## src/rtl/ps2_keyboard_matrix.sv

```systemverilog
// PS/2 set-2 keyboard receiver feeding an emulated C64 8x8 keyboard matrix.
// The host scans the matrix by driving active-low rows (CIA1 port A) and
// reading active-low columns (CIA1 port B). F12 acts as the RESTORE key.
module ps2_keyboard_matrix #(
   parameter int TIMEOUT_CYCLES = 16384
) (
   input  logic       dot_clk,
   input  logic       res_n,
   input  logic       ps2_clk,
   input  logic       ps2_data,
   input  logic [7:0] keyboard_ROW,
   output logic [7:0] keyboard_COL,
   output logic       restore_n,
   output logic [7:0] scan_code,
   output logic       scan_valid,
   output logic       frame_error
);

   localparam int TW = $clog2(TIMEOUT_CYCLES + 1);
   localparam logic [TW-1:0] TO_MAX = TW'(TIMEOUT_CYCLES);

   typedef enum logic [1:0] {S_IDLE, S_DATA, S_PARITY, S_STOP} state_t;

   // Lookup result: pos is {row, col} of the C64 matrix, written in octal.
   typedef struct packed {
      logic       hit;
      logic       restore;
      logic [5:0] pos;
   } key_t;

   logic          ps2_clk_meta, ps2_clk_sync, ps2_clk_prev;
   logic          ps2_data_meta, ps2_data_sync;
   logic          ps2_fall;
   state_t        state_reg;
   logic [2:0]    bit_cnt_reg;
   logic [7:0]    shift_reg;
   logic          parity_reg;
   logic [TW-1:0] to_cnt_reg;
   logic          ext_reg, rel_reg;
   logic [7:0][7:0] matrix;
   key_t          key;

   // Map a (extended, code) pair to a C64 matrix position or RESTORE.
   function automatic key_t lookup(input logic ext, input logic [7:0] code);
      key_t k;
      k = '0;
      k.hit = 1'b1;
      if (ext) begin
         case (code)
            8'h74:   k.pos = 6'o02;   // cursor right
            8'h72:   k.pos = 6'o07;   // cursor down
            8'h6C:   k.pos = 6'o63;   // HOME
            8'h7D:   k.pos = 6'o66;   // PgUp -> up-arrow
            8'h71:   k.pos = 6'o00;   // Delete -> DEL
            8'h14:   k.pos = 6'o72;   // right ctrl -> CTRL
            8'h11:   k.pos = 6'o75;   // right alt -> C=
            8'h5A:   k.pos = 6'o01;   // keypad enter -> RETURN
            default: k.hit = 1'b0;
         endcase
      end else begin
         case (code)
            8'h16: k.pos = 6'o70;   8'h1E: k.pos = 6'o73;   // 1 2
            8'h26: k.pos = 6'o10;   8'h25: k.pos = 6'o13;   // 3 4
            8'h2E: k.pos = 6'o20;   8'h36: k.pos = 6'o23;   // 5 6
            8'h3D: k.pos = 6'o30;   8'h3E: k.pos = 6'o33;   // 7 8
            8'h46: k.pos = 6'o40;   8'h45: k.pos = 6'o43;   // 9 0
            8'h15: k.pos = 6'o76;   8'h1D: k.pos = 6'o11;   // Q W
            8'h24: k.pos = 6'o16;   8'h2D: k.pos = 6'o21;   // E R
            8'h2C: k.pos = 6'o26;   8'h35: k.pos = 6'o31;   // T Y
            8'h3C: k.pos = 6'o36;   8'h43: k.pos = 6'o41;   // U I
            8'h44: k.pos = 6'o46;   8'h4D: k.pos = 6'o51;   // O P
            8'h1C: k.pos = 6'o12;   8'h1B: k.pos = 6'o15;   // A S
            8'h23: k.pos = 6'o22;   8'h2B: k.pos = 6'o25;   // D F
            8'h34: k.pos = 6'o32;   8'h33: k.pos = 6'o35;   // G H
            8'h3B: k.pos = 6'o42;   8'h42: k.pos = 6'o45;   // J K
            8'h4B: k.pos = 6'o52;   8'h1A: k.pos = 6'o14;   // L Z
            8'h22: k.pos = 6'o27;   8'h21: k.pos = 6'o24;   // X C
            8'h2A: k.pos = 6'o37;   8'h32: k.pos = 6'o34;   // V B
            8'h31: k.pos = 6'o47;   8'h3A: k.pos = 6'o44;   // N M
            8'h41: k.pos = 6'o57;   8'h49: k.pos = 6'o54;   // , .
            8'h4A: k.pos = 6'o67;   8'h4C: k.pos = 6'o55;   // / ;->:
            8'h52: k.pos = 6'o62;   8'h54: k.pos = 6'o56;   // '->; [->@
            8'h5B: k.pos = 6'o61;   8'h4E: k.pos = 6'o53;   // ]->* -
            8'h55: k.pos = 6'o65;   8'h5D: k.pos = 6'o60;   // = \->pound
            8'h0E: k.pos = 6'o71;   8'h79: k.pos = 6'o50;   // `->left-arrow kp+
            8'h5A: k.pos = 6'o01;   8'h66: k.pos = 6'o00;   // RETURN DEL
            8'h05: k.pos = 6'o04;   8'h04: k.pos = 6'o05;   // F1 F3
            8'h03: k.pos = 6'o06;   8'h83: k.pos = 6'o03;   // F5 F7
            8'h12: k.pos = 6'o17;   8'h59: k.pos = 6'o64;   // LSHIFT RSHIFT
            8'h14: k.pos = 6'o72;   8'h0D: k.pos = 6'o72;   // LCTRL/TAB -> CTRL
            8'h11: k.pos = 6'o75;   8'h76: k.pos = 6'o77;   // LALT->C= ESC->RUN/STOP
            8'h29: k.pos = 6'o74;                           // SPACE
            8'h07: k.restore = 1'b1;                        // F12 -> RESTORE
            default: k.hit = 1'b0;
         endcase
      end
      return k;
   endfunction

   // Two-flop synchronizers plus one extra stage of the clock for edge detection.
   always_ff @(posedge dot_clk or negedge res_n) begin
      if (!res_n) begin
         ps2_clk_meta  <= 1'b1;
         ps2_clk_sync  <= 1'b1;
         ps2_clk_prev  <= 1'b1;
         ps2_data_meta <= 1'b1;
         ps2_data_sync <= 1'b1;
      end else begin
         ps2_clk_meta  <= ps2_clk;
         ps2_clk_sync  <= ps2_clk_meta;
         ps2_clk_prev  <= ps2_clk_sync;
         ps2_data_meta <= ps2_data;
         ps2_data_sync <= ps2_data_meta;
      end
   end

   assign ps2_fall = ps2_clk_prev & ~ps2_clk_sync;

   // Frame receiver: start, 8 data bits LSB first, odd parity, stop; with inactivity timeout.
   always_ff @(posedge dot_clk or negedge res_n) begin
      if (!res_n) begin
         state_reg   <= S_IDLE;
         bit_cnt_reg <= '0;
         shift_reg   <= '0;
         parity_reg  <= 1'b0;
         to_cnt_reg  <= '0;
         scan_code   <= '0;
         scan_valid  <= 1'b0;
         frame_error <= 1'b0;
      end else begin
         scan_valid  <= 1'b0;
         frame_error <= 1'b0;
         if (state_reg == S_IDLE || ps2_fall) begin
            to_cnt_reg <= '0;
         end else if (to_cnt_reg == TO_MAX) begin
            // Device went silent mid-frame: drop the partial byte quietly.
            to_cnt_reg <= '0;
            state_reg  <= S_IDLE;
         end else begin
            to_cnt_reg <= to_cnt_reg + 1'b1;
         end
         if (ps2_fall) begin
            case (state_reg)
               S_IDLE: begin
                  if (!ps2_data_sync) begin
                     state_reg   <= S_DATA;
                     bit_cnt_reg <= '0;
                  end
               end
               S_DATA: begin
                  shift_reg   <= {ps2_data_sync, shift_reg[7:1]};
                  bit_cnt_reg <= bit_cnt_reg + 1'b1;
                  if (bit_cnt_reg == 3'd7) state_reg <= S_PARITY;
               end
               S_PARITY: begin
                  parity_reg <= ps2_data_sync;
                  state_reg  <= S_STOP;
               end
               S_STOP: begin
                  if (ps2_data_sync && (^{shift_reg, parity_reg})) begin
                     scan_code  <= shift_reg;
                     scan_valid <= 1'b1;
                  end else begin
                     frame_error <= 1'b1;
                  end
                  state_reg <= S_IDLE;
               end
               default: state_reg <= S_IDLE;
            endcase
         end
      end
   end

   always_comb key = lookup(ext_reg, scan_code);

   // Prefix tracking and matrix/RESTORE update, one clock after each accepted byte.
   always_ff @(posedge dot_clk or negedge res_n) begin
      if (!res_n) begin
         ext_reg   <= 1'b0;
         rel_reg   <= 1'b0;
         matrix    <= '0;
         restore_n <= 1'b1;
      end else if (scan_valid) begin
         if (scan_code == 8'hE0) begin
            ext_reg <= 1'b1;
         end else if (scan_code == 8'hF0) begin
            rel_reg <= 1'b1;
         end else begin
            if (key.hit) begin
               if (key.restore) restore_n <= rel_reg;
               else matrix[key.pos[5:3]][key.pos[2:0]] <= ~rel_reg;
            end
            ext_reg <= 1'b0;
            rel_reg <= 1'b0;
         end
      end
   end

   // Column sense: a column reads low when any pressed key in it sits on a driven row.
   generate
      for (genvar gi = 0; gi < 8; gi++) begin : g_col
         logic [7:0] col_bits;
         for (genvar gr = 0; gr < 8; gr++) begin : g_row
            assign col_bits[gr] = matrix[gr][gi];
         end
         assign keyboard_COL[gi] = ~|(col_bits & ~keyboard_ROW);
      end
   endgenerate

endmodule

```

## config.mk

```make
export PLATFORM = sky130hd
export DESIGN_NAME = ps2_keyboard_matrix
export DESIGN_NICKNAME = d
export VERILOG_FILES = /design/src/rtl/ps2_keyboard_matrix.sv
export SDC_FILE = /design/constraint.sdc
export NUM_CORES = 1
export LEC_CHECK = 0
export ABC_AREA = 1
export CAP_MARGIN = 10
export CELL_PAD_IN_SITES_DETAIL_PLACEMENT = 1
export CELL_PAD_IN_SITES_GLOBAL_PLACEMENT = 1
export CORE_MARGIN = 2
export CORE_UTILIZATION = 45
export CTS_CLUSTER_SIZE = 40
export DETAILED_ROUTE_END_ITERATION = 16
export GPL_ROUTABILITY_DRIVEN = 0
export PLACE_DENSITY_LB_ADDON = 0.15
export SYNTH_ARGS = -nofsm -noshare
export SYNTH_HDL_FRONTEND = slang
export SYNTH_SLANG_ARGS = --single-unit
```

## constraint.sdc

```tcl
create_clock -name dot_clk -period 6.8 [get_ports dot_clk]
set_clock_uncertainty 0.05 [all_clocks]
set_input_delay 0.68 -clock dot_clk [delete_from_list [all_inputs] [get_ports dot_clk]]
set_output_delay 0.68 -clock dot_clk [all_outputs]
set_load 0.05 [all_outputs]
```

==> results of run 1 <==
worst reg2reg max path: stages, from the launching register on:
cell and delay, ps:
dfrtp_1 450, inv_2 110, nand2_2 90, nor2_1 670, nand2_1 350, inv_2 110
nor2_1 60, nand3_1 80, nor2_1 40, nand3_1 90, nand3_2 140, clkinv_2 600
buf_4 620, nand3_1 180, nand2_1 110, nand2_1 60
layout make-up:
class / instances / area [um2]
clock buffers: 11 / 243
clock inverters: 5 / 41.3
fillers: 2217 / 8210
inverters: 106 / 399
multi-input cells: 881 / 4130
flip-flops and latches: 111 / 2790
well taps: 220 / 275
repair buffers: 33 / 320
kinds of logic after synthesis:
group | share of synthesized area, %
simple gates | 46.5
buf+inv | 7.53
fa+ha+maj | 0.669
flops | 37.2
compound gates | 6.82
xor+xnor | 1.29
power groups by stage:
stage | combinational [mW] | sequential [mW] | clock (mW)
finish | 0.0628 | 0.683 | 0.524
global route | 0.0730 | 0.685 | 0.561
CTS | 0.0646 | 0.684 | 0.539
detailed placement | 0.0640 | 0.697 | 0
global placement | 0.0616 | 0.695 | 0
floorplan | 0.0324 | 0.693 | 0
layer usage:
layer  vias to the layer above  GRT usage (%)  wire, um
met5                         -              0         0
met4                         0           6.69       357
met3                        24           4.44      1520
met2                       208           46.3     11200
met1                      3664           43.0     11700
li1                       3644              -         -
worst max-delay path by stage:
stage / slack [ps] / start / endpoint / cells after the start
after floorplan: 2590 / keyboard_ROW[0] / keyboard_COL[1] / 3
after global placement: 2940 / keyboard_ROW[0] / keyboard_COL[1] / 4
after detailed placement: 2940 / keyboard_ROW[0] / keyboard_COL[1] / 4
after CTS: 2930 / keyboard_ROW[0] / keyboard_COL[1] / 4
after global routing: 2580 / scan_code[7] / g_col[3].col_bits[3] / 15
final: 2870 / keyboard_ROW[5] / keyboard_COL[1] / 4
Yosys cell counts, types with 3 or more instances:
cell / number
nand2_1: 358
nor2_1: 192
nand3_1: 155
dfrtp_1: 105
inv_1: 87
o21ai_0: 36
inv_2: 19
a21oi_1: 18
nand2_2: 14
nand3_2: 13
nor2_2: 12
clkbuf_1: 10
buf_2: 9
buf_4: 8
nand4_1: 7
nor2_4: 7
xor2_1: 7
dfstp_2: 6
o22ai_1: 6
a2111oi_0: 5
nand3_4: 5
a211oi_1: 4
ha_1: 4
nor3_1: 4
o21ai_1: 4
xnor2_1: 4
buf_1: 3
o2111ai_1: 3
cell usage in the layout, fill, tap and decap left out, drive strengths merged:
cell	n
a2111oi	5
a211oi	4
a21oi	18
a22o	2
a31oi	1
and3	2
buf	4
clkbuf	11
clkdlybuf4s50	29
clkinv	4
clkinvlp	1
dfrtp	105
dfstp	6
ha	4
inv	106
nand2	374
nand3	173
nand3b	2
nand4	8
nor2	211
nor2b	1
nor3	5
nor3b	2
nor4	2
o2111a	1
o2111ai	3
o211ai	2
o21a	2
o21ai	40
o221ai	2
o22ai	6
xnor2	4
xor2	7
metrics by stage:
step           hold slack (ps)  instances  worst slack, ps
2_1_floorplan              295       1129             2590
3_3_place_gp               296       1351             2940
3_5_place_dp               297       1351             2940
4_1_cts                    222       1367             2930
5_1_grt                    242       1367             2580
6_report                   218       1367             2870
==> metrics.txt, run 1 <==
Largest register FFs=64; type of origin of the critical path=input port; vias=7540; Core ar.=0.0164 mm2; Overflow after GRT=0; sequential power share=53.8%; post-synth top area cell=dfrtp_1; final wirelength=24800 um; Final Hold Vio Count=0; fin util=50.0%; post-route cell area=0.00820 mm2; largest net degree at the start of global routing=80; Slew @ Worst Pin=~1000 ps; R2R setup slack=2880 ps; combinational fraction of design power=4.9%; post-CTS setup buffers=0; Synth Flop Type=dfrtp_1; Synth top area share=35.1%; DR pass1 iterations=5; post-CTS sizing=0; count of final setup violators=0; Synthesis Warnings=0; Worst-path clk slew=80 ps; overall power=1.27 mW; Critical R2R Launch=scan_code[7]; Pleak=4.13 nW; CTS tree=built; CP Class=input port to output port; routed len/inst=18.1 um; Synth Register Bits=111; crit-path leading delay family=buffers and inverters; DRT antenna net count=0; R2R cell count=15; dpl hpwl=18300 um; Clk network pwr share=41.3%; Post-Syn Area=0.00748 mm2; Clock Tree Root=clkbuf_16; DRC viols=0; Hold Path Class=input port to asynchronous set/reset pin; share of layout cells above drive strength 1=roughly 8.6%; Post-CTS Hold Fix Bufs=0; starting density of the core=45.6%; number of DRC markers in iteration 0=654; Sinks on Clock Net=111; Seq/Total Area, Yosys=37.2%; FP Rows=47; PwrDens=approximately 160 mW/mm2; distinct cell type count after synthesis=43; CP bufs+invs=2; antenna violations before repair=0; crit path max fanout=8; Post-Syn Instances=about 1100; RSZ-0062 raised after global routing=false; CP max stage delay=930 ps; CTS Buf Count=9; status=completed; die area=0.0177 mm2; Final Critical Period=3930 ps; DIE WIDTH=133 um; Die Ht=133 um; routed vias/inst=5.52; Boundary Pins=31; vias in the first global route=7633; GRT Total Usage=~29%; diode count=0; max_slew headroom=about a third; switch share=24.7%; crit path max-delay cell type=clkdlybuf4s50_1; fmax=roughly 250 MHz; crit end category=output port; Final Cycle Share=between 50% and 60%; Slew Limit Fails=0; Post-Syn Area per Cell=~6.6 um2; Worst-Skew Late Latency=360 ps; critical-path cell list=clkdlybuf4s50_1 -> o2111ai_1 -> a2111oi_0 -> clkdlybuf4s50_1; Final TNS setup=0 ps; global-route wire length before repair=41100 um; Synth async-reset ratio=100%; sw power=0.314 mW; CP Data Arrival Time=roughly 3200 ps; Mapped Nets=1145; Placed Area=0.00791 mm2; Int Power=0.957 mW; Area Growth Syn to Fin=9.57%; WP data required=6070 ps; H-tree depth=3; Worst path most repeated cell=clkdlybuf4s50_1; Peak VDD IR=120 uV; main area contributors after synthesis=dfrtp_1 35%, nand2_1 18%, nand3_1 10%, nor2_1 9.6%, inv_1 4.4%; clk buf depth=2; Post-synth EDFFs=0; maximum capacitance violations=0; FF-to-FF End=g_col[2].col_bits[3]; layout net count=1158; PortBufs=30
Power figures use the tool's default switching activity.
==> inputs of run 2 (changes only) <==
--- a/config.mk
+++ b/config.mk
@@ -10,7 +10,7 @@
 export CELL_PAD_IN_SITES_DETAIL_PLACEMENT = 1
 export CELL_PAD_IN_SITES_GLOBAL_PLACEMENT = 1
 export CORE_MARGIN = 2
-export CORE_UTILIZATION = 45
+export CORE_UTILIZATION = 44
 export CTS_CLUSTER_SIZE = 40
 export DETAILED_ROUTE_END_ITERATION = 16
 export GPL_ROUTABILITY_DRIVEN = 0
==> constraint.sdc (replaced) <==
create_clock -name dot_clk -period 4.1 [get_ports dot_clk]
set_clock_uncertainty 0.05 [all_clocks]
set_input_delay 0.41 -clock dot_clk [delete_from_list [all_inputs] [get_ports dot_clk]]
set_output_delay 0.41 -clock dot_clk [all_outputs]
set_load 0.05 [all_outputs]
==> metrics.txt, run 2 (synthesized netlist as in run 1, its figures left out) <==
largest net degree at the start of global routing=64 (-20%); PortBufs=30 (unchanged); PwrDens=259 mW/mm2 (+67%); Worst path most repeated cell=clkdlybuf4s50_1; FP Rows=47 (unchanged); Area Growth Syn to Fin=10.7%; CTS tree=built; Overflow after GRT=0 (unchanged); type of origin of the critical path=input port; CP bufs+invs=2 (unchanged); vias in the first global route=7743 (+1.4%); Worst-path clk slew=80 ps (about the same); Peak VDD IR=235 uV (+96%); Boundary Pins=31 (unchanged); Worst-Skew Late Latency=360 ps (about the same); R2R cell count=15 (unchanged); R2R setup slack=950 ps (-1930 ps); DIE WIDTH=134 um (+1.1%); Core ar.=0.0166 mm2 (+1.1%); fmax=roughly 300 MHz; Slew @ Worst Pin=1010 ps (-1.99 ps); CTS Buf Count=9 (unchanged); commonest cells after routing, fill and taps aside=358 x nand2_1, 192 x nor2_1, 155 x nand3_1; crit end category=output port; die area=0.0181 mm2 (+2.2%); starting density of the core=45.1% (-0.49 points); crit-path leading delay family=buffers and inverters; crit path max fanout=8 (unchanged); DRC viols=0 (unchanged); max_slew headroom=32.3% (-0.12 points); routed vias/inst=5.58 (+1.2%); Hold Path Class=input port to asynchronous set/reset pin; CP Data Arrival Time=2820 ps (-380 ps); H-tree depth=3 (unchanged); WP data required=3640 ps (-2430 ps); routed len/inst=18.0 um (-0.80%); worst slack, placed=849 ps (-2090 ps); setup ws final=819 ps (-2050 ps); final wirelength=24700 um (-0.44%); count of final setup violators=0 (unchanged); antenna violations before repair=0 (unchanged); WP depth=4 (unchanged); maximum capacitance violations=0 (unchanged); post-CTS setup buffers=0 (unchanged); CP Class=input port to output port; RSZ-0062 raised after global routing=false; Final Hold Vio Count=0 (unchanged); Clock Tree Root=clkbuf_16; status=completed; Post-CTS Hold Fix Bufs=0 (unchanged); Largest register FFs=64 (unchanged); Die Ht=134 um (+1.1%); Final Critical Period=3280 ps; fin util=49.9% (about the same); Critical R2R Launch=scan_code[1]; layout net count=1163 (+0.43%); clk buf depth=2 (unchanged); DRT antenna net count=0 (unchanged); Setup crit end=keyboard_COL[3]; number of DRC markers in iteration 0=570 (-13%); diode count=0 (unchanged); global-route wire length before repair=40700 um (-1.1%); Pleak=4.17 nW (+1.0%); post-CTS sizing=0 (unchanged); commonest non-fill, non-tap cell in the layout=nand2_1; Sinks on Clock Net=111 (unchanged); CP max stage delay=930 ps (about the same); dpl hpwl=18200 um (-0.41%); vias=7659 (+1.6%); crit path launch=keyboard_ROW[1]; crit path max-delay cell type=clkdlybuf4s50_1; DR pass1 iterations=5 (unchanged); Slew Limit Fails=0 (unchanged); GRT Total Usage=28.5% (-0.94 points); FF-to-FF End=g_col[7].col_bits[7]; Final Cycle Share=between 80% and 90%; share of layout cells above drive strength 1=9.11% (+0.48 points); critical-path cell list=clkdlybuf4s50_1 -> nor2_1 -> a2111oi_0 -> clkdlybuf4s50_1; Final TNS setup=0 ps (unchanged)
## run 2: changes by cell type in the layout (fill, tap and decap cells not counted)
cell / change
inv_8: +1
buf_4: +2
clkbuf_1: -1
inv_6: +1
clkinv_4: -1
buf_12: +3
## run 2: routing by layer
layer | track usage, % | part of all wire, %
met2 | 46.3 | 46
met3 | 4.38 | 5.2
met4 | 8.65 | 1.9
met5 | 0 | 0
met1 | 39.4 | 47
## run 2: worst register-to-register path: cells and delay by family, from the launching register on
| kind | cells | cell delay (ps) |
|---|---|---|
| DFF | 1 | 540 |
| and+or+nand+nor | 13 | 1960 |
| buffers and inverters | 1 | 340 |
| AOI/OAI and AO/OA | 1 | 150 |
## run 2: how the worst min path moves through the flow
stage / start / end / slack, ps
floorplan: res_n / bit_cnt_reg[0] / 60
global placement: ps2_clk_meta / ps2_clk_sync / 300
detailed placement: ps2_clk_meta / ps2_clk_sync / 300
CTS: res_n / scan_valid / 110
global route: res_n / scan_code[4] / 140
finish: res_n / shift_reg[3] / 70
## run 2: stage by stage
stage | std cells | hold slack (ps) | cell area (um2) | power (mW)
2_1_floorplan | 1129 | 64.4 | 7480 | 1.20
3_3_place_gp | 1356 | 296 | 7990 | 1.25
3_5_place_dp | 1356 | 299 | 7990 | 1.26
4_1_cts | 1372 | 111 | 8280 | 2.18
5_1_grt | 1372 | 145 | 8280 | 2.21
6_report | 1372 | 74.4 | 8280 | 2.14
## run 2: final cells by class
type	instances	area (um2)
Sequential cell	111	2790
Clock inverter	6	52.6
Inverter	106	399
Timing Repair Buffer	38	395
Fill cell	2256	8300
Tap cell	220	275
Multi-Input combinational cell	881	4130
Clock buffer	10	239
## run 2: where the power goes
part	internal (mW)	switching, mW	total, mW
registers	1.12	0.0173	1.13
clock network	0.442	0.465	0.907
logic	0.0383	0.0672	0.106
total	1.60	0.550	2.14
